<file path="config.mk">
export PLATFORM = sky130hd
export DESIGN_NAME = video_cfg_sequencer
export DESIGN_NICKNAME = d
export VERILOG_FILES = /design/src/rtl/video_cfg_sequencer.sv
export SDC_FILE = /design/constraint.sdc
export NUM_CORES = 1
export LEC_CHECK = 0
export CAP_MARGIN = 20
export CELL_PAD_IN_SITES_DETAIL_PLACEMENT = 1
export CELL_PAD_IN_SITES_GLOBAL_PLACEMENT = 2
export CORE_MARGIN = 2
export CORE_UTILIZATION = 30
export DETAILED_ROUTE_END_ITERATION = 7
export PLACE_DENSITY_LB_ADDON = 0.1
export SETUP_SLACK_MARGIN = 0.5
export SLEW_MARGIN = 10
export SYNTH_ARGS = -nofsm -noshare
export SYNTH_HDL_FRONTEND = slang
export SYNTH_SLANG_ARGS = --single-unit
</file>
<file path="constraint.sdc">
create_clock -name sys_clk -period 2.4 [get_ports sys_clk]
set_input_delay 0.48 -clock sys_clk [delete_from_list [all_inputs] [get_ports sys_clk]]
set_output_delay 0.48 -clock sys_clk [all_outputs]
set_load 0.005 [all_outputs]
</file>
<file path="src/rtl/video_cfg_sequencer.sv">
// Configuration sequencer: a debounced key press or a bypass-switch change launches
// one Avalon-MM write to the bar core, then one to the rgb2gray core, each with a stall timeout.
module video_cfg_sequencer #(
    parameter int unsigned DEBOUNCE_CYCLES = 500000,
    parameter int unsigned WAIT_TIMEOUT    = 255,
    parameter bit          AUTO_UPDATE     = 1'b1
) (
    input  logic        sys_clk,
    input  logic        sys_rst_n,
    input  logic        key_n,
    input  logic [1:0]  bypass_sw,
    output logic        avs_bar_address,
    output logic        avs_bar_write,
    output logic [31:0] avs_bar_writedata,
    input  logic        avs_bar_waitrequest,
    output logic        avs_gray_address,
    output logic        avs_gray_write,
    output logic [31:0] avs_gray_writedata,
    input  logic        avs_gray_waitrequest,
    output logic        busy,
    output logic        done,
    output logic        timeout_err,
    output logic [7:0]  seq_count
);

    localparam int unsigned DB_W = $clog2(DEBOUNCE_CYCLES);
    localparam int unsigned TO_W = $clog2(WAIT_TIMEOUT + 1);
    localparam logic [DB_W-1:0] DB_LAST = DB_W'(DEBOUNCE_CYCLES - 1);
    localparam logic [TO_W-1:0] TO_LAST = TO_W'(WAIT_TIMEOUT);

    typedef enum logic [1:0] {
        S_IDLE    = 2'd0,
        S_WR_BAR  = 2'd1,
        S_WR_GRAY = 2'd2,
        S_DONE    = 2'd3
    } state_t;

    logic            r_key_s1, r_key_s2;
    logic [1:0]      r_sw_s1, r_sw_s2;
    logic            r_db_level, r_db_d, r_trig;
    logic [DB_W-1:0] r_db_cnt;
    logic            w_chg;
    logic            r_pending;
    logic [1:0]      r_snap;
    logic [1:0]      w_snap_next;
    logic [TO_W-1:0] r_stall_cnt;
    state_t          r_state, w_next;
    logic            w_launch, w_timeout, w_stall_inc;
    logic            r_bar_write, r_gray_write;
    logic [31:0]     r_bar_wdata, r_gray_wdata;
    logic            r_busy, r_done, r_timeout_err;
    logic [7:0]      r_seq_count;

    // Two-flop synchronizers for the asynchronous board inputs
    always_ff @(posedge sys_clk or negedge sys_rst_n) begin
        if (!sys_rst_n) begin
            r_key_s1 <= 1'b1;
            r_key_s2 <= 1'b1;
            r_sw_s1  <= 2'b00;
            r_sw_s2  <= 2'b00;
        end else begin
            r_key_s1 <= key_n;
            r_key_s2 <= r_key_s1;
            r_sw_s1  <= bypass_sw;
            r_sw_s2  <= r_sw_s1;
        end
    end

    // Key debouncer; trigger fires one cycle after the debounced level falls
    always_ff @(posedge sys_clk or negedge sys_rst_n) begin
        if (!sys_rst_n) begin
            r_db_level <= 1'b1;
            r_db_d     <= 1'b1;
            r_trig     <= 1'b0;
            r_db_cnt   <= {DB_W{1'b0}};
        end else begin
            r_db_d <= r_db_level;
            r_trig <= r_db_d & ~r_db_level;
            if (r_key_s2 == r_db_level) begin
                r_db_cnt <= {DB_W{1'b0}};
            end else if (r_db_cnt == DB_LAST) begin
                r_db_level <= r_key_s2;
                r_db_cnt   <= {DB_W{1'b0}};
            end else begin
                r_db_cnt <= r_db_cnt + DB_W'(1);
            end
        end
    end

    generate
        if (AUTO_UPDATE) begin : g_auto
            logic [1:0] r_sw_copy;
            logic       r_chg;
            // Switch change detector against a registered copy
            always_ff @(posedge sys_clk or negedge sys_rst_n) begin
                if (!sys_rst_n) begin
                    r_sw_copy <= 2'b00;
                    r_chg     <= 1'b0;
                end else begin
                    r_sw_copy <= r_sw_s2;
                    r_chg     <= |(r_sw_s2 ^ r_sw_copy);
                end
            end
            assign w_chg = r_chg;
        end else begin : g_manual
            assign w_chg = 1'b0;
        end
    endgenerate

    assign w_snap_next = w_launch ? r_sw_s2 : r_snap;

    // Request latch (a new request beats the launch clear) and bypass snapshot
    always_ff @(posedge sys_clk or negedge sys_rst_n) begin
        if (!sys_rst_n) begin
            r_pending <= 1'b0;
            r_snap    <= 2'b00;
        end else begin
            r_pending <= r_trig | w_chg | (r_pending & ~w_launch);
            r_snap    <= w_snap_next;
        end
    end

    // Sequencer state register
    always_ff @(posedge sys_clk or negedge sys_rst_n) begin
        if (!sys_rst_n) begin
            r_state <= S_IDLE;
        end else begin
            r_state <= w_next;
        end
    end

    // Next-state logic; waitrequest low takes priority over the timeout
    always_comb begin
        w_next      = r_state;
        w_launch    = 1'b0;
        w_timeout   = 1'b0;
        w_stall_inc = 1'b0;
        case (r_state)
            S_IDLE: begin
                if (r_pending) begin
                    w_next   = S_WR_BAR;
                    w_launch = 1'b1;
                end else begin
                    w_next = S_IDLE;
                end
            end
            S_WR_BAR: begin
                if (!avs_bar_waitrequest) begin
                    w_next = S_WR_GRAY;
                end else if (r_stall_cnt == TO_LAST) begin
                    w_next    = S_WR_GRAY;
                    w_timeout = 1'b1;
                end else begin
                    w_stall_inc = 1'b1;
                end
            end
            S_WR_GRAY: begin
                if (!avs_gray_waitrequest) begin
                    w_next = S_DONE;
                end else if (r_stall_cnt == TO_LAST) begin
                    w_next    = S_DONE;
                    w_timeout = 1'b1;
                end else begin
                    w_stall_inc = 1'b1;
                end
            end
            S_DONE: begin
                w_next = S_IDLE;
            end
            default: begin
                w_next = S_IDLE;
            end
        endcase
    end

    // Stall counter, restarted on every state change
    always_ff @(posedge sys_clk or negedge sys_rst_n) begin
        if (!sys_rst_n) begin
            r_stall_cnt <= {TO_W{1'b0}};
        end else if (w_next != r_state) begin
            r_stall_cnt <= {TO_W{1'b0}};
        end else if (w_stall_inc) begin
            r_stall_cnt <= r_stall_cnt + TO_W'(1);
        end else begin
            r_stall_cnt <= r_stall_cnt;
        end
    end

    // Outputs registered from the next state so they line up with the state register
    always_ff @(posedge sys_clk or negedge sys_rst_n) begin
        if (!sys_rst_n) begin
            r_bar_write   <= 1'b0;
            r_gray_write  <= 1'b0;
            r_bar_wdata   <= 32'd0;
            r_gray_wdata  <= 32'd0;
            r_busy        <= 1'b0;
            r_done        <= 1'b0;
            r_timeout_err <= 1'b0;
            r_seq_count   <= 8'd0;
        end else begin
            r_bar_write   <= (w_next == S_WR_BAR);
            r_gray_write  <= (w_next == S_WR_GRAY);
            r_bar_wdata   <= (w_next == S_WR_BAR)  ? {31'd0, w_snap_next[0]} : 32'd0;
            r_gray_wdata  <= (w_next == S_WR_GRAY) ? {31'd0, w_snap_next[1]} : 32'd0;
            r_busy        <= (w_next != S_IDLE);
            r_done        <= (w_next == S_DONE);
            r_timeout_err <= r_timeout_err | w_timeout;
            if (w_next == S_DONE) begin
                r_seq_count <= r_seq_count + 8'd1;
            end else begin
                r_seq_count <= r_seq_count;
            end
        end
    end

    assign avs_bar_address    = 1'b0;
    assign avs_gray_address   = 1'b0;
    assign avs_bar_write      = r_bar_write;
    assign avs_gray_write     = r_gray_write;
    assign avs_bar_writedata  = r_bar_wdata;
    assign avs_gray_writedata = r_gray_wdata;
    assign busy               = r_busy;
    assign done               = r_done;
    assign timeout_err        = r_timeout_err;
    assign seq_count          = r_seq_count;

endmodule

</file>
## Word level (Yosys, flattened, before mapping)

Index checks and enable logic that the tools add are counted.

| storage, ports and cells | value |
|---|---|
| register bits | 59 |
| word-level logic and storage cells | 72 |
| output and inout port bits | 79 |

| cells by class | value |
|---|---|
| bitwise logic cells | 9 |
| reduce and logical (&&, ||, !) cells | 5 |
| eq/ne operators | 10 |
| muxes and demuxes | 23 |
| $add $sub $neg | 3 |

Operators with widths:

| cell | number |
|---|---|
| 2-to-1 mux 19 bit | 2 |
| adder 19 x 1 -> 19 bit, second input constant | 1 |
| equality test 19 bit, second input constant | 1 |
| adder 8 x 1 -> 8 bit, second input constant | 2 |
| 2-to-1 mux 8 bit | 2 |
| 2-to-1 mux 1 bit | 11 |
| 2-to-1 mux 2 bit | 5 |
| equality test 2 bit, second input constant | 4 |
| equality test 8 bit, second input constant | 1 |
| case mux 2 bit (4 select lines) | 1 |
| equality test 2 x 1 -> 1 bit, second input constant | 2 |
| case mux 1 bit (2 select lines) | 2 |
| nonzero test 2 bit | 2 |
| NOT 1 bit | 3 |
| OR 1 bit | 3 |
| bitwise AND 1 bit | 2 |
| logical NOT 2 bit | 1 |
| inequality test 2 bit | 1 |
| AND reduction 2 bit | 1 |
| OR reduction 2 bit | 1 |
| XOR 2 bit | 1 |
| equality test 1 bit | 1 |

## Longest topological paths before layout

Gate-level depths: netlist of the first run.

| depth | value |
|---|---|
| word-level depth | 6 |
| gate-level depth with buffers | 10 |
| mapped depth without buffers | 8 |

## Worst setup path after synthesis of the first run

OpenSTA, ideal clock, no wires.

| timing path | value |
|---|---|
| path type | reg2reg |
| from | register r_state[0] |
| to | register r_seq_count[1], in the netlist seq_count[1] |
| stages on the path, launching flop included | 9 |
| setup slack | 0.374 ns |
| path buffers | 1 |
| required time | 2.275 ns |
| data arrival time | 1.901 ns |
| clock period less this slack | 2.026 ns |
| path through | dfrtp_1 > inv_1 > ha_1 > buf_2 > a21oi_1 > a211oi_2 > a211oi_4 > nor2_2 > mux2_2 |

| on the way | value |
|---|---|
| word-level cells in the longest chain between the ends | 4 |

RTL lines:

| what | RTL line | RTL |
|---|---|---|
| start, declared | 47 | `state_t r_state, w_next;` |
| start signal, assigned | 128 | `r_state <= w_next;` |
| 2-to-1 mux 2 bit (on tied branches) | 160, 150 |  |
| 2-to-1 mux 2 bit (on tied branches) | 158, 148 |  |
| case mux 2 bit (4 select lines) * | 138 | `case (r_state)` |
| equality test 2 bit * | 208 | `if (w_next == S_DONE) begin` |
| end signal, assigned | 209 | `r_seq_count <= r_seq_count + 8'd1;` |
| end signal, assigned | 211 | `r_seq_count <= r_seq_count;` |
| end, declared | 52 | `logic [7:0] r_seq_count;` |

Every way passes the cells marked *; elsewhere a longest branch is shown, timed or not.
A chain may end at the register's enable or synchronous reset.

## Worst setup path after layout of the first run

| timing path | value |
|---|---|
| from | register r_stall_cnt[1] |
| to | register r_seq_count[1], in the netlist seq_count[1] |

| on the way | value |
|---|---|
| word-level cells in the longest chain between the ends | 5 |

RTL lines:

| what | RTL line | RTL |
|---|---|---|
| start, declared | 46 | `logic [TO_W-1:0] r_stall_cnt;` |
| start signal, assigned | 179 | `r_stall_cnt <= {TO_W{1'b0}};` |
| start signal, assigned | 181 | `r_stall_cnt <= {TO_W{1'b0}};` |
| start signal, assigned | 183 | `r_stall_cnt <= r_stall_cnt + TO_W'(1);` |
| equality test 8 bit * | 150, 160 |  |
| 2-to-1 mux 2 bit (on tied branches) | 160, 150 |  |
| 2-to-1 mux 2 bit (on tied branches) | 158, 148 |  |
| case mux 2 bit (4 select lines) * | 138 |  |
| equality test 2 bit * | 208 |  |

Marks and branches as above.

==> impl_metrics.json, run 1 <==
{
  "status": "finished, final reports clean",
  "ios": 86,
  "synth_xor_area_frac": 0.09005,
  "drive_gt1_frac": 0.2404,
  "gp_congestion": 0.7142,
  "period_share": 0.7979,
  "power_leakage_nw": 1.763,
  "clkPwrFrac": 0.241,
  "crit_type": "flop to flop",
  "die_w_um": 107.2,
  "final_max_slew_viol_count": 0,
  "powerDensity_nw_per_um2": 1010,
  "cts-root-buf": "clkbuf_8",
  "std_cell_rows": 37,
  "overflow": 0,
  "nFillCells": 1175,
  "dieArea_um2": 11490,
  "start_kind": "flop",
  "cp.required_ns": 2.62,
  "placedCellCount": 470,
  "synth_ff_type": "dfrtp_1",
  "drc": 0,
  "synth_area_leaders": "dfrtp_1, buf_4, xor2_1, nor2_1, xnor2_1",
  "drtPass1Iterations": 4,
  "synthAdderAreaFrac": 0.02741,
  "syn_avg_cell_area_um2": 10.18,
  "synthTopCellsByCount": "buf_4, dfrtp_1, nor2_1, nand2_1, xor2_1",
  "syn_area_um2": 3196,
  "ys_seq_elements": 59,
  "antennaDiodeCount": 0,
  "arrival_ns": 2.14,
  "cts_max_level": 3,
  "netlist_instances": 314,
  "setup_viol": 0,
  "async_flop_share": 1.000,
  "core_um2": 10320,
  "fp.dieH_um": 107.2,
  "seqCellArea_um2": 1484,
  "synth_top_area_share": 0.4307,
  "stdcell_count": 502,
  "num-nets-final": 375,
  "combPwrFrac": 0.449,
  "layout-area-overhead-vs-synth_pct": 24.59,
  "routedWlPerCell_um": 12.72,
  "initial_core_util": 0.3095,
  "clock-sinks": 59,
  "synth_top_family_by_area": "simple AND/OR/NAND/NOR gates",
  "max_cap_viol_count": 0,
  "p_sw_w": 0.001420,
  "synth_edf_count": 0,
  "hold_class": "primary input to asynchronous set/reset pin",
  "hold_viol_final": 0,
  "grt_max_degree": 31,
  "hpwl_um": 4319,
  "timing.fmax_mhz": 522.2,
  "min_period_ns": 1.915,
  "synthDistinctLibCells": 41,
  "track_usage": 0.1148,
  "num_vias": 2102,
  "clk_path_buf_depth": 2,
  "viasPerCell": 4.187,
  "portBuffers": 21,
  "synth_compound_area_frac": 0.04072,
  "antenna_found_initial": 0,
  "clkLatencyLatePin_ns": 0.34,
  "synth_mux_area_frac": 0.02662,
  "synth_simple_gate_area_frac": 0.1758,
  "cts_tree": "done",
  "synth_top_area_cell": "dfrtp_1",
  "clk_pin_slew_worst_paths_ns": 0.07,
  "synth_most_common_cell": "buf_4",
  "p_sw_frac": 0.3530,
  "rsz0062_at_grt": "true",
  "ant_nets": 0,
  "worst_setup_path_end_kind": "flop",
  "power.share.sequential": 0.310,
  "ys_seq_area_frac": 0.4636,
  "ys_warn_count": 0,
  "peakVddDrop_uv": 394.0,
  "numCtsBuffers": 9,
  "tns_ns": 0,
  "grt_pass1_vias": 2008,
  "multi_input_area_um2": 1643,
  "clock_skew_ns": 0.009629,
  "cts_hold_buffers": 0,
  "grt_pass1_wl_um": 10120,
  "wl_um": 6387,
  "p_int_w": 0.002602,
  "drtIter0Drc": 28,
  "cp_max_fo": 8
}
## repair_timing
action	in CTS	in global routing
resized for setup	21	30
pin swaps	7	18
setup endpoints to repair	36	34
buffers inserted	9	7
## power by group through the flow
stage / clock, W / combinational (W) / sequential [W]
detailed placement: 0 / 0.00108 / 0.00126
floorplan: 0 / 0.000763 / 0.00124
global route: 0.00105 / 0.00196 / 0.00127
finish: 0.000969 / 0.00181 / 0.00125
CTS: 0.00101 / 0.00140 / 0.00124
global placement: 0 / 0.00108 / 0.00126
## placed cells by master, fill, tap and decap left out, types with 2 or more instances in the layout
cell type	instances
conb_1	64
dfrtp_1	53
nor2_1	30
clkdlybuf4s50_1	19
nand2_1	18
xor2_1	17
buf_4	16
nand3_1	14
xnor2_1	13
clkbuf_8	12
inv_1	9
nand4_1	7
nor3_1	6
and3_1	5
ha_4	5
nor3_2	4
nor3_4	4
dfstp_2	4
a211oi_4	3
o21ai_0	3
mux2_2	3
and2_1	3
buf_6	3
buf_12	3
inv_4	2
and4_4	2
nor2_2	2
nor4_1	2
a31oi_1	2
nor2b_1	2
mux2i_1	2
nor3b_2	2
ha_1	2
clkinv_2	2
dfrtp_2	2
## registers in the layout, summed over array words and instances (netlist names)
signal,count
avs_gray_writedata,1
r_stall_cnt,8
g_auto.r_sw_copy,2
r_sw_s1,2
r_key_s1,1
timeout_err,1
r_db_d,1
avs_bar_write,1
g_auto.r_chg,1
r_pending,1
r_sw_s2,2
seq_count,8
avs_bar_writedata,1
r_state,2
r_db_level,1
done,1
busy,1
r_trig,1
avs_gray_write,1
r_snap,2
r_db_cnt,19
r_key_s2,1
## per-layer routing
| metal | wire [um] | global-route usage | share of wire | vias up |
|---|---|---|---|---|
| met5 | 0 | 0 | 0 | - |
| met2 | 3147 | 0.1754 | 0.49 | 52 |
| li1 | - | - | - | 1010 |
| met3 | 290 | 0.03526 | 0.045 | 9 |
| met4 | 107 | 0.05288 | 0.017 | 0 |
| met1 | 2842 | 0.1485 | 0.44 | 1031 |
## stage by stage
| step | util | cell area [um2] | worst slack, ns | hold slack, ns | total power (W) |
|---|---|---|---|---|---|
| CTS | 0.3648 | 3766 | 0.4764 | 0.06140 | 0.003654 |
| detailed placement | 0.3265 | 3371 | 0.1172 | 0.3363 | 0.002331 |
| global placement | 0.3265 | 3371 | 0.1188 | 0.3352 | 0.002343 |
| floorplan | - | 3451 | 0.5094 | 0.1844 | 0.002004 |
| finish | 0.3857 | 3981 | 0.4851 | 0.06576 | 0.004021 |
| global route | 0.3857 | 3981 | 0.4315 | 0.07960 | 0.004274 |
## worst paths after layout
path | to | startpoint | cells past startpoint | slack [ns]
worst max-delay path | seq_count[1]$_DFFE_PN0P_ | r_stall_cnt[1]$_DFFE_PN0P_ | 7 | 0.49
worst min-delay path | seq_count[3]$_DFFE_PN0P_ | sys_rst_n | 1 | 0.07
worst max register to register | seq_count[1]$_DFFE_PN0P_ | r_stall_cnt[1]$_DFFE_PN0P_ | 7 | 0.49
worst min register to register | r_sw_s2[1]$_DFF_PN0_ | r_sw_s1[1]$_DFF_PN0_ | 0 | 0.34
max in group asynchronous | r_db_level$_DFFE_PN1P_ | sys_rst_n | 2 | 1.75
min in group sys_clk | r_sw_s2[1]$_DFF_PN0_ | r_sw_s1[1]$_DFF_PN0_ | 0 | 0.34
## area by class of cell
cell class	count	area share
well taps	136	0.04274
multi-input cells	236	0.4126
flip-flops and latches	59	0.3727
clock buffers	12	0.04148
repair buffers	43	0.1059
clock inverters	4	0.01194
inverters	12	0.01257
## logic make-up after synthesis
family | after synthesis
xor+xnor | 32
other cells | 1
compound gates | 14
flops | 59
mux | 8
fa+ha+maj | 7
buf+inv | 82
simple gates | 111
## critical path, cell delays in order (launching register included)
cell and delay, ns:
dfrtp_1 0.41, ha_4 0.18, and3_4 0.21, a211oi_4 0.35
a211oi_4 0.07, buf_12 0.16, nor2_4 0.11, mux2_4 0.30
Power figures use the tool's default switching activity.
==> inputs of run 2 (changes only) <==
==> constraint.sdc (replaced) <==
create_clock -name sys_clk -period 1.95 [get_ports sys_clk]
set_input_delay 0.39 -clock sys_clk [delete_from_list [all_inputs] [get_ports sys_clk]]
set_output_delay 0.39 -clock sys_clk [all_outputs]
set_load 0.005 [all_outputs]
==> run 2 against run 1 <==
Net effect:
- setup slack worse by 0.47 ns
- global-route usage is 2.4 points higher
- clock skew is 0.0030 ns higher
- total power is 48% higher
- combinational power is 61% higher
- final area is 15% higher
- first-iteration DRC count is 71% higher
- largest cell class unchanged
==> impl_metrics.json, run 2 (same netlist as run 1, synthesis figures left out) <==
{
  "layout-area-overhead-vs-synth_pct": 42.80,
  "portBuffers": 21,
  "clk_path_buf_depth": 2,
  "cts-root-buf": "clkbuf_8",
  "tns_ns": 0,
  "drtPass1Iterations": 4,
  "worst_slack_ns": 0.01237,
  "clock-sinks": 59,
  "std_cell_rows": 37,
  "powerDensity_nw_per_um2": 1303,
  "ant_nets": 0,
  "max_cap_viol_count": 0,
  "initial_core_util": 0.3095,
  "drc": 0,
  "period_share": 0.9937,
  "antennaDiodeCount": 0,
  "drtIter0Drc": 48,
  "timing.fmax_mhz": 516.1,
  "slew_headroom": 0.5944,
  "cp_cell_sequence": "ha_4, and3_4, a211oi_4, a211oi_4, buf_12, nor2_4, mux2_4",
  "pre_cts_ws_ns": -0.2083,
  "routedWlPerCell_um": 13.88,
  "slowest_delay_ns": 0.42,
  "worst_pin_slew_ns": 0.6077,
  "wl_um": 7564,
  "critPathMostFrequentCell": "a211oi_4",
  "cp.required_ns": 2.17,
  "num_vias": 2301,
  "placedCellCount": 485,
  "grt_max_degree": 60,
  "setup_viol": 0,
  "largest_reg_flops": 19,
  "worst_setup_path_end_kind": "flop",
  "viasPerCell": 4.222,
  "fp.dieH_um": 107.2,
  "crit_family": "flip-flops",
  "cts_tree": "done",
  "antenna_found_initial": 0,
  "drive_gt1_frac": 0.3961,
  "fin_util": 0.4420,
  "gp_congestion": 0.6919,
  "rsz0062_at_grt": "true",
  "regMostFlops": "r_db_cnt",
  "layout_common_cells": "conb_1, dfrtp_1, buf_4",
  "r2r_slack_ns": 0.01,
  "start_kind": "flop",
  "clk_pin_slew_worst_paths_ns": 0.07,
  "cts_hold_buffers": 0,
  "overflow": 0,
  "clock_skew_ns": 0.01266,
  "topRoutingLayerUsed": "met4",
  "final_common_cell": "conb_1",
  "power_leakage_nw": 2.135,
  "peakVddDrop_uv": 513.1,
  "hold_viol_final": 0,
  "slowest_stage": "dfrtp_1",
  "route.met2.wl_um": 4155,
  "crit_type": "flop to flop",
  "hpwl_um": 4523,
  "arrival_ns": 2.15,
  "track_usage": 0.1388,
  "status": "finished, final reports clean",
  "die_w_um": 107.2,
  "final_max_slew_viol_count": 0,
  "numCtsBuffers": 9,
  "cp_max_fo": 7,
  "core_um2": 10320,
  "ios": 86,
  "wl_met1_um": 3039,
  "hold_class": "primary input to asynchronous set/reset pin",
  "cts_max_level": 3,
  "stdcell_count": 545,
  "num-nets-final": 418,
  "path_buf_inv": 1,
  "wl_met3_um": 318,
  "grt_pass1_vias": 2332,
  "dieArea_um2": 11490,
  "min_period_ns": 1.938,
  "nFillCells": 1135,
  "clkLatencyLatePin_ns": 0.33,
  "grt_pass1_wl_um": 12300
}
-- run 2: cell count changes in the layout (fill, tap and decap cells not counted), sizes merged --
cell	previous run	this run
bufinv	1	4
or2	1	4
clkinv	2	0
dlygate4sd2	0	14
clkdlybuf4s15	0	1
buf	23	62
nand2b	2	3
clkdlybuf4s50	19	4
clkinvlp	1	0
-- run 2: what timing repair did --
| action | in CTS | in global routing |
|---|---|---|
| setup endpoints to repair | 60 | 46 |
| gates resized for setup | 64 | 35 |
| hold endpoints to repair | 0 | 0 |
| buffers inserted | 32 | 8 |
| pin swaps | 33 | 20 |
| cloned | 4 | 0 |
-- run 2: area by class of cell --
class / instances / area [um2] / area share
Multi-Input combinational cell: 240 / 1848 / 0.4050
Sequential cell: 59 / 1486 / 0.3257
Timing Repair Buffer: 82 / 735.7 / 0.1612
Tap cell: 136 / 170.2 / 0.03729
Clock buffer: 12 / 155.1 / 0.03400
Clock inverter: 4 / 120.1 / 0.02632
Inverter: 12 / 47.55 / 0.01042
-- run 2: worst paths after layout --
path,start,end,depth (start not counted)
hold / removal,sys_rst_n,seq_count[5]$_DFFE_PN0P_,2
min in group sys_clk,r_sw_s1[0]$_DFF_PN0_,r_sw_s2[0]$_DFF_PN0_,0
hold reg to reg,r_sw_s1[0]$_DFF_PN0_,r_sw_s2[0]$_DFF_PN0_,0
setup / recovery,r_stall_cnt[0]$_DFFE_PN0P_,seq_count[1]$_DFFE_PN0P_,7
setup reg to reg,r_stall_cnt[0]$_DFFE_PN0P_,seq_count[1]$_DFFE_PN0P_,7
max in group asynchronous,sys_rst_n,r_db_d$_DFF_PN1_,2
-- run 2: power breakdown --
part / internal (W) / leakage [nW] / switching, W
Sequential: 0.00140 / 0.761 / 0.0000941
Combinational: 0.00154 / 1.24 / 0.00137
Clock: 0.00105 / 0.137 / 0.000488
-- run 2: per-stage QoR --
stage	area, um2	hold WS (ns)	total power [W]
floorplan	3585	0.09441	0.002628
global placement	3596	0.3375	0.003290
detailed placement	3596	0.3363	0.003325
CTS	4363	0.05930	0.005643
global route	4563	0.05502	0.006296
finish	4563	0.04400	0.005944
-- run 2: per-layer routing --
| metal | vias to the layer above | GRT usage |
|---|---|---|
| li1 | 1089 | - |
| met1 | 1165 | 0.1665 |
| met2 | 43 | 0.2446 |
| met3 | 4 | 0.04073 |
| met4 | 0 | 0.03154 |
| met5 | - | 0 |
==> variant 1, RTL diff (settings of run 1) <==
The parameter `DEBOUNCE_CYCLES` goes from 500000 to 1000000.
--- a/src/rtl/video_cfg_sequencer.sv
+++ b/src/rtl/video_cfg_sequencer.sv
@@ -3,3 +3,3 @@
 module video_cfg_sequencer #(
-    parameter int unsigned DEBOUNCE_CYCLES = 500000,
+    parameter int unsigned DEBOUNCE_CYCLES = 1000000,
     parameter int unsigned WAIT_TIMEOUT    = 255,
Formal check against the unedited RTL: no difference found for any inputs over 10 cycles, from zero or initial values and one cycle with sys_rst_n low; that may be too few to reach the edited logic, so the function may still have changed.
==> variant 1 against run 1 <==
- sequential cell count up 1
- area after synthesis up 0.35%
- routed wire length up 2.8%
- worst setup slack worse by 6.5 ps
- critical path depth up 2
- highest routed layer unchanged
- total power down 4.2%
- cell area down 0.63%
- critical path type unchanged
- fmax down 0.34%
==> variant 1: results (changes against run 1) <==
post-synthesis cell count 307 (-2.2%); critical path peak fanout 6 (-2); Largest register FFs 20 (+1); First-pass DRT Iterations 3 (-1); Filler Cell Count 1197 (+1.9%); fin nets 376 (+0.27%); slowest library cell on the worst path a221o_2; final instance count without filler cells 502 (unchanged); clk_skew 4.538 ps (-5.091 ps); layout cells sized above 1 0.2459 (+0.005464); top cells by count, synth buf_4 (64), dfrtp_1 (56), nor2_1 (36); final core occ 0.3815 (-0.004135); run status finished clean; Seq group 1.26 mW; Tmin final 1921 ps (+6.526 ps); Synth area leaders dfrtp_1 (44%), buf_4 (15%), xor2_1 (5.2%); PwrDens 973.5 nW/µm² (-3.6%); met2 usage 0.2107 (+0.03526); r2r setup slk about 480 ps; LEAKAGE 1.785 nW (+1.2%); postcts setup bufs 12 (+3); CP top delay family compound AO/OA/AOI/OAI gates; met1 WL 2920 µm (+2.7%); Initial DRC Count 21 (-25%); I/O Buffers 21 (unchanged); Int Power 2.584 mW (-0.70%); met2 WL post-DR 3341 µm (+6.2%); Synth Area in Compound Gates 0.04448 (+0.003759); Synth Area in XOR/XNOR 0.09013 (about the same); total routed wirelength 6568 µm (+2.8%); DP Worst Slack 112.5 ps (-4.625 ps); Netlist cell types 46 (+12%); CTS Buf Count 9 (unchanged); Detail Route met3 WL 255 µm (-12%); first-pass GRT wire length 10800 µm (+6.8%); GPL Wtd Cong 0.7551 (+5.7%); dpl hpwl 4572 µm (+5.9%); placed cells 467 (-0.64%); met3 GRT Util 0.03995 (+0.004693); critical path's largest stage delay 480 ps (+70 ps); CTS-repair resized insts 20 (-4.8%); area share of fa/ha/maj cells after synthesis 0.03121 (+0.003805); met1 Track Usage GR 0.1456 (-0.002868); Hold WS 158.6 ps (+92.80 ps); largest net degree at the start of global routing 33 (+6.5%); vias in the first global route 2160 (+7.6%); Area after DPL 3391 µm² (+0.59%); Clk. pwr 1.09 mW (+12%); VDD IR max 0.3238 mV (-18%); vias per inst 4.197 (+0.24%); Biggest register r_db_cnt; multiplexer share of the synthesized area 0.02185 (-0.004776); total track usage 0.1212 (+0.006386); sequential fraction of the synthesis area 0.4698 (+0.006175); CP arrival 2180 ps (+40 ps)
## variant 1: changes by cell type in the layout (fill, tap and decap cells not counted), sizes merged, moves of 4 or more
cell / change
nor3: -10
nand2: -5
nor2: +4
buf: +5
## variant 1: worst paths after layout
path,startpoint,endpoint,cells after the start
worst max-delay path,r_state[0],r_stall_cnt[5],9
worst min-delay path,sys_rst_n,r_snap[1],2
worst max register to register,r_state[0],r_stall_cnt[5],9
worst min register to register,r_sw_s1[1],r_sw_s2[1],0
max in group asynchronous,sys_rst_n,r_key_s1,2
min in group sys_clk,r_sw_s1[1],r_sw_s2[1],0
## variant 1: layout make-up
type,count,share of cell area
flip-flops and latches,60,0.3811
repair buffers,48,0.1059
inverters,9,0.008539
well taps,136,0.04301
clock inverters,7,0.02910
multi-input cells,233,0.4010
clock buffers,9,0.03131
## variant 1: cells by family after synthesis
kind of cell / Yosys count
DFF: 60
other: 1
muxes: 6
xor gates and xnor gates: 33
buffers and inverters: 77
and+or+nand+nor: 105
AOI/OAI and AO/OA: 17
adders and majority gates: 8
==> variant 2, RTL diff (config.mk and constraints of run 1) <==
Made on the original files. Reset style: synchronous (`sys_rst_n`), changed in 7 clocked blocks. Comments in the files are not updated.
--- a/src/rtl/video_cfg_sequencer.sv
+++ b/src/rtl/video_cfg_sequencer.sv
@@ -54,3 +54,3 @@
     // Two-flop synchronizers for the asynchronous board inputs
-    always_ff @(posedge sys_clk or negedge sys_rst_n) begin
+    always_ff @(posedge sys_clk) begin
         if (!sys_rst_n) begin
@@ -69,3 +69,3 @@
     // Key debouncer; trigger fires one cycle after the debounced level falls
-    always_ff @(posedge sys_clk or negedge sys_rst_n) begin
+    always_ff @(posedge sys_clk) begin
         if (!sys_rst_n) begin
@@ -94,3 +94,3 @@
             // Switch change detector against a registered copy
-            always_ff @(posedge sys_clk or negedge sys_rst_n) begin
+            always_ff @(posedge sys_clk) begin
                 if (!sys_rst_n) begin
@@ -112,3 +112,3 @@
     // Request latch (a new request beats the launch clear) and bypass snapshot
-    always_ff @(posedge sys_clk or negedge sys_rst_n) begin
+    always_ff @(posedge sys_clk) begin
         if (!sys_rst_n) begin
@@ -123,3 +123,3 @@
     // Sequencer state register
-    always_ff @(posedge sys_clk or negedge sys_rst_n) begin
+    always_ff @(posedge sys_clk) begin
         if (!sys_rst_n) begin
@@ -176,3 +176,3 @@
     // Stall counter, restarted on every state change
-    always_ff @(posedge sys_clk or negedge sys_rst_n) begin
+    always_ff @(posedge sys_clk) begin
         if (!sys_rst_n) begin
@@ -189,3 +189,3 @@
     // Outputs registered from the next state so they line up with the state register
-    always_ff @(posedge sys_clk or negedge sys_rst_n) begin
+    always_ff @(posedge sys_clk) begin
         if (!sys_rst_n) begin
Formal check against the unedited RTL: differs if sys_rst_n is asserted again (counterexample within 10 cycles, from zero or initial values and one cycle with sys_rst_n low); with sys_rst_n held inactive, the same outputs for 10 cycles.
==> variant 2 against run 1 <==
- routed wire length shrank 1.9%
- critical endpoint is now seq_count[0]
- fmax shrank 1.8%
- critical path depth grew 1
- cell area shrank 9.3%
- area after synthesis shrank 4.0%
- sequential cell count is the same
- count of clock-buffer cells in the layout shrank 1
- worst setup slack lost 34 ps
Power is not compared: it rests on default switching activity, and its combinational part moved more than twofold at a synthesized area within 25%.
==> variant 2: results (changes against run 1) <==
run status finished clean; hold depth 1; antenna cells 0 (unchanged); clk_skew 10.24 ps (+0.6071 ps); dpl hpwl 4523 µm (+4.7%); vias per inst 4.241 (+1.3%); VDD IR max 0.2470 mV; CTS-repair resized insts 19 (-9.5%); Reg-to-Reg End seq_count[0]; postcts setup bufs 5 (-4); r2r setup slk 450 ps (-30 ps); Main synth FF type dfxtp_1; asr flop ratio synth 0 (-1.000); fin nets 394 (+5.1%); placed cells 494 (+5.1%); I/O Buffers 21 (unchanged); Clock Tree Buf Depth 2 (unchanged); critical path's largest stage delay 400 ps; CTS Buf Count 9 (unchanged); top cells by count, synth buf_4 (64), dfxtp_1 (59), nor2_1 (38); slowest library cell on the worst path or3b_4; Netlist cell types 44 (+7.3%); Area after DPL 3231 µm² (-4.2%); total track usage 0.1184 (+0.003567); LEAKAGE roughly 1.4 nW; DP Worst Slack 236.3 ps (+119.2 ps); vias in the first global route 2104 (+4.8%); H-tree depth 3 (unchanged); largest net degree at the start of global routing 26 (-16%); hold crit path type reg -> reg; CP top delay family simple AND/OR/NAND/NOR gates; Avg WL per Cell 12.10 µm (-4.9%); R2R depth 8 (+1); clock power share 0.443; Initial DRC Count 51 (+82%); reg-to-reg startpoint r_state[0]; layout cells sized above 1 0.1481 (-0.09239); Synth area leaders dfxtp_1 (38%), buf_4 (16%), xor2_1 (5.7%); Avg Cell Area, Syn 8.893 µm² (-13%); critical path peak fanout 6 (-2); initial antenna violation count 0 (unchanged); Hold WS 409.1 ps (+343.4 ps); sequential fraction of the synthesis area 0.3850 (-0.07859); first-pass GRT wire length 10510 µm (+3.9%); via count 2197 (+4.5%); Comb group around 0.13 mW; GPL Wtd Cong 0.7445 (+4.2%)
==> variant 2: cell types whose count changed after synthesis, sizes merged, moves of 5 or more <==
cell	change
dfxtp	+59
and2	+7
dfrtp	-55
nand2	+11
xnor2	-5
nor3	-8
nor2	+5
==> variant 2: worst max-delay path by stage <==
stage / cells after the start / slack (ps) / to
floorplan: 6 / 500 / seq_count[7]
global placement: 6 / 260 / seq_count[0]
detailed placement: 6 / 240 / seq_count[0]
CTS: 8 / 460 / seq_count[0]
global route: 9 / 350 / r_stall_cnt[0]
finish: 8 / 450 / seq_count[0]
==> variant 2: kinds of logic after synthesis <==
group           count (synthesis)  share of synthesized area
flops                          59                     0.3850
compound gates                 28                    0.07953
xor+xnor                       29                    0.08279
simple gates                  132                     0.2182
buf+inv                        81                     0.1786
mux                             8                    0.02610
fa+ha+maj                       7                    0.02855
other cells                     1                   0.001222
==> variant 2: final cells by class <==
| class | instances | area [µm²] |
|---|---|---|
| Clock buffer | 11 | 141.4 |
| Sequential cell | 59 | 1187 |
| Tap cell | 133 | 166.4 |
| Inverter | 9 | 37.54 |
| Multi-Input combinational cell | 268 | 1715 |
| Timing Repair Buffer | 33 | 311.5 |
| Fill cell | 1169 | 6252 |
| Clock inverter | 5 | 52.55 |
==> variant 2: worst register-to-register path: stages, from the launching register on <==
cell        delay [ps]
dfxtp_4            360
clkinvlp_4         140
ha_4               220
buf_6              130
or3b_4             400
o2111ai_4          140
o22ai_4            150
xor2_1             150
and2_1             160
==> variant 2: per-layer routing <==
layer | wire (µm) | track usage | vias up
met1 | 3044 | 0.1562 | 1039
met2 | 2827 | 0.1772 | 62
met5 | 0 | 0 | -
met4 | 49 | 0.03524 | 0
met3 | 346 | 0.04741 | 4
li1 | - | - | 1092
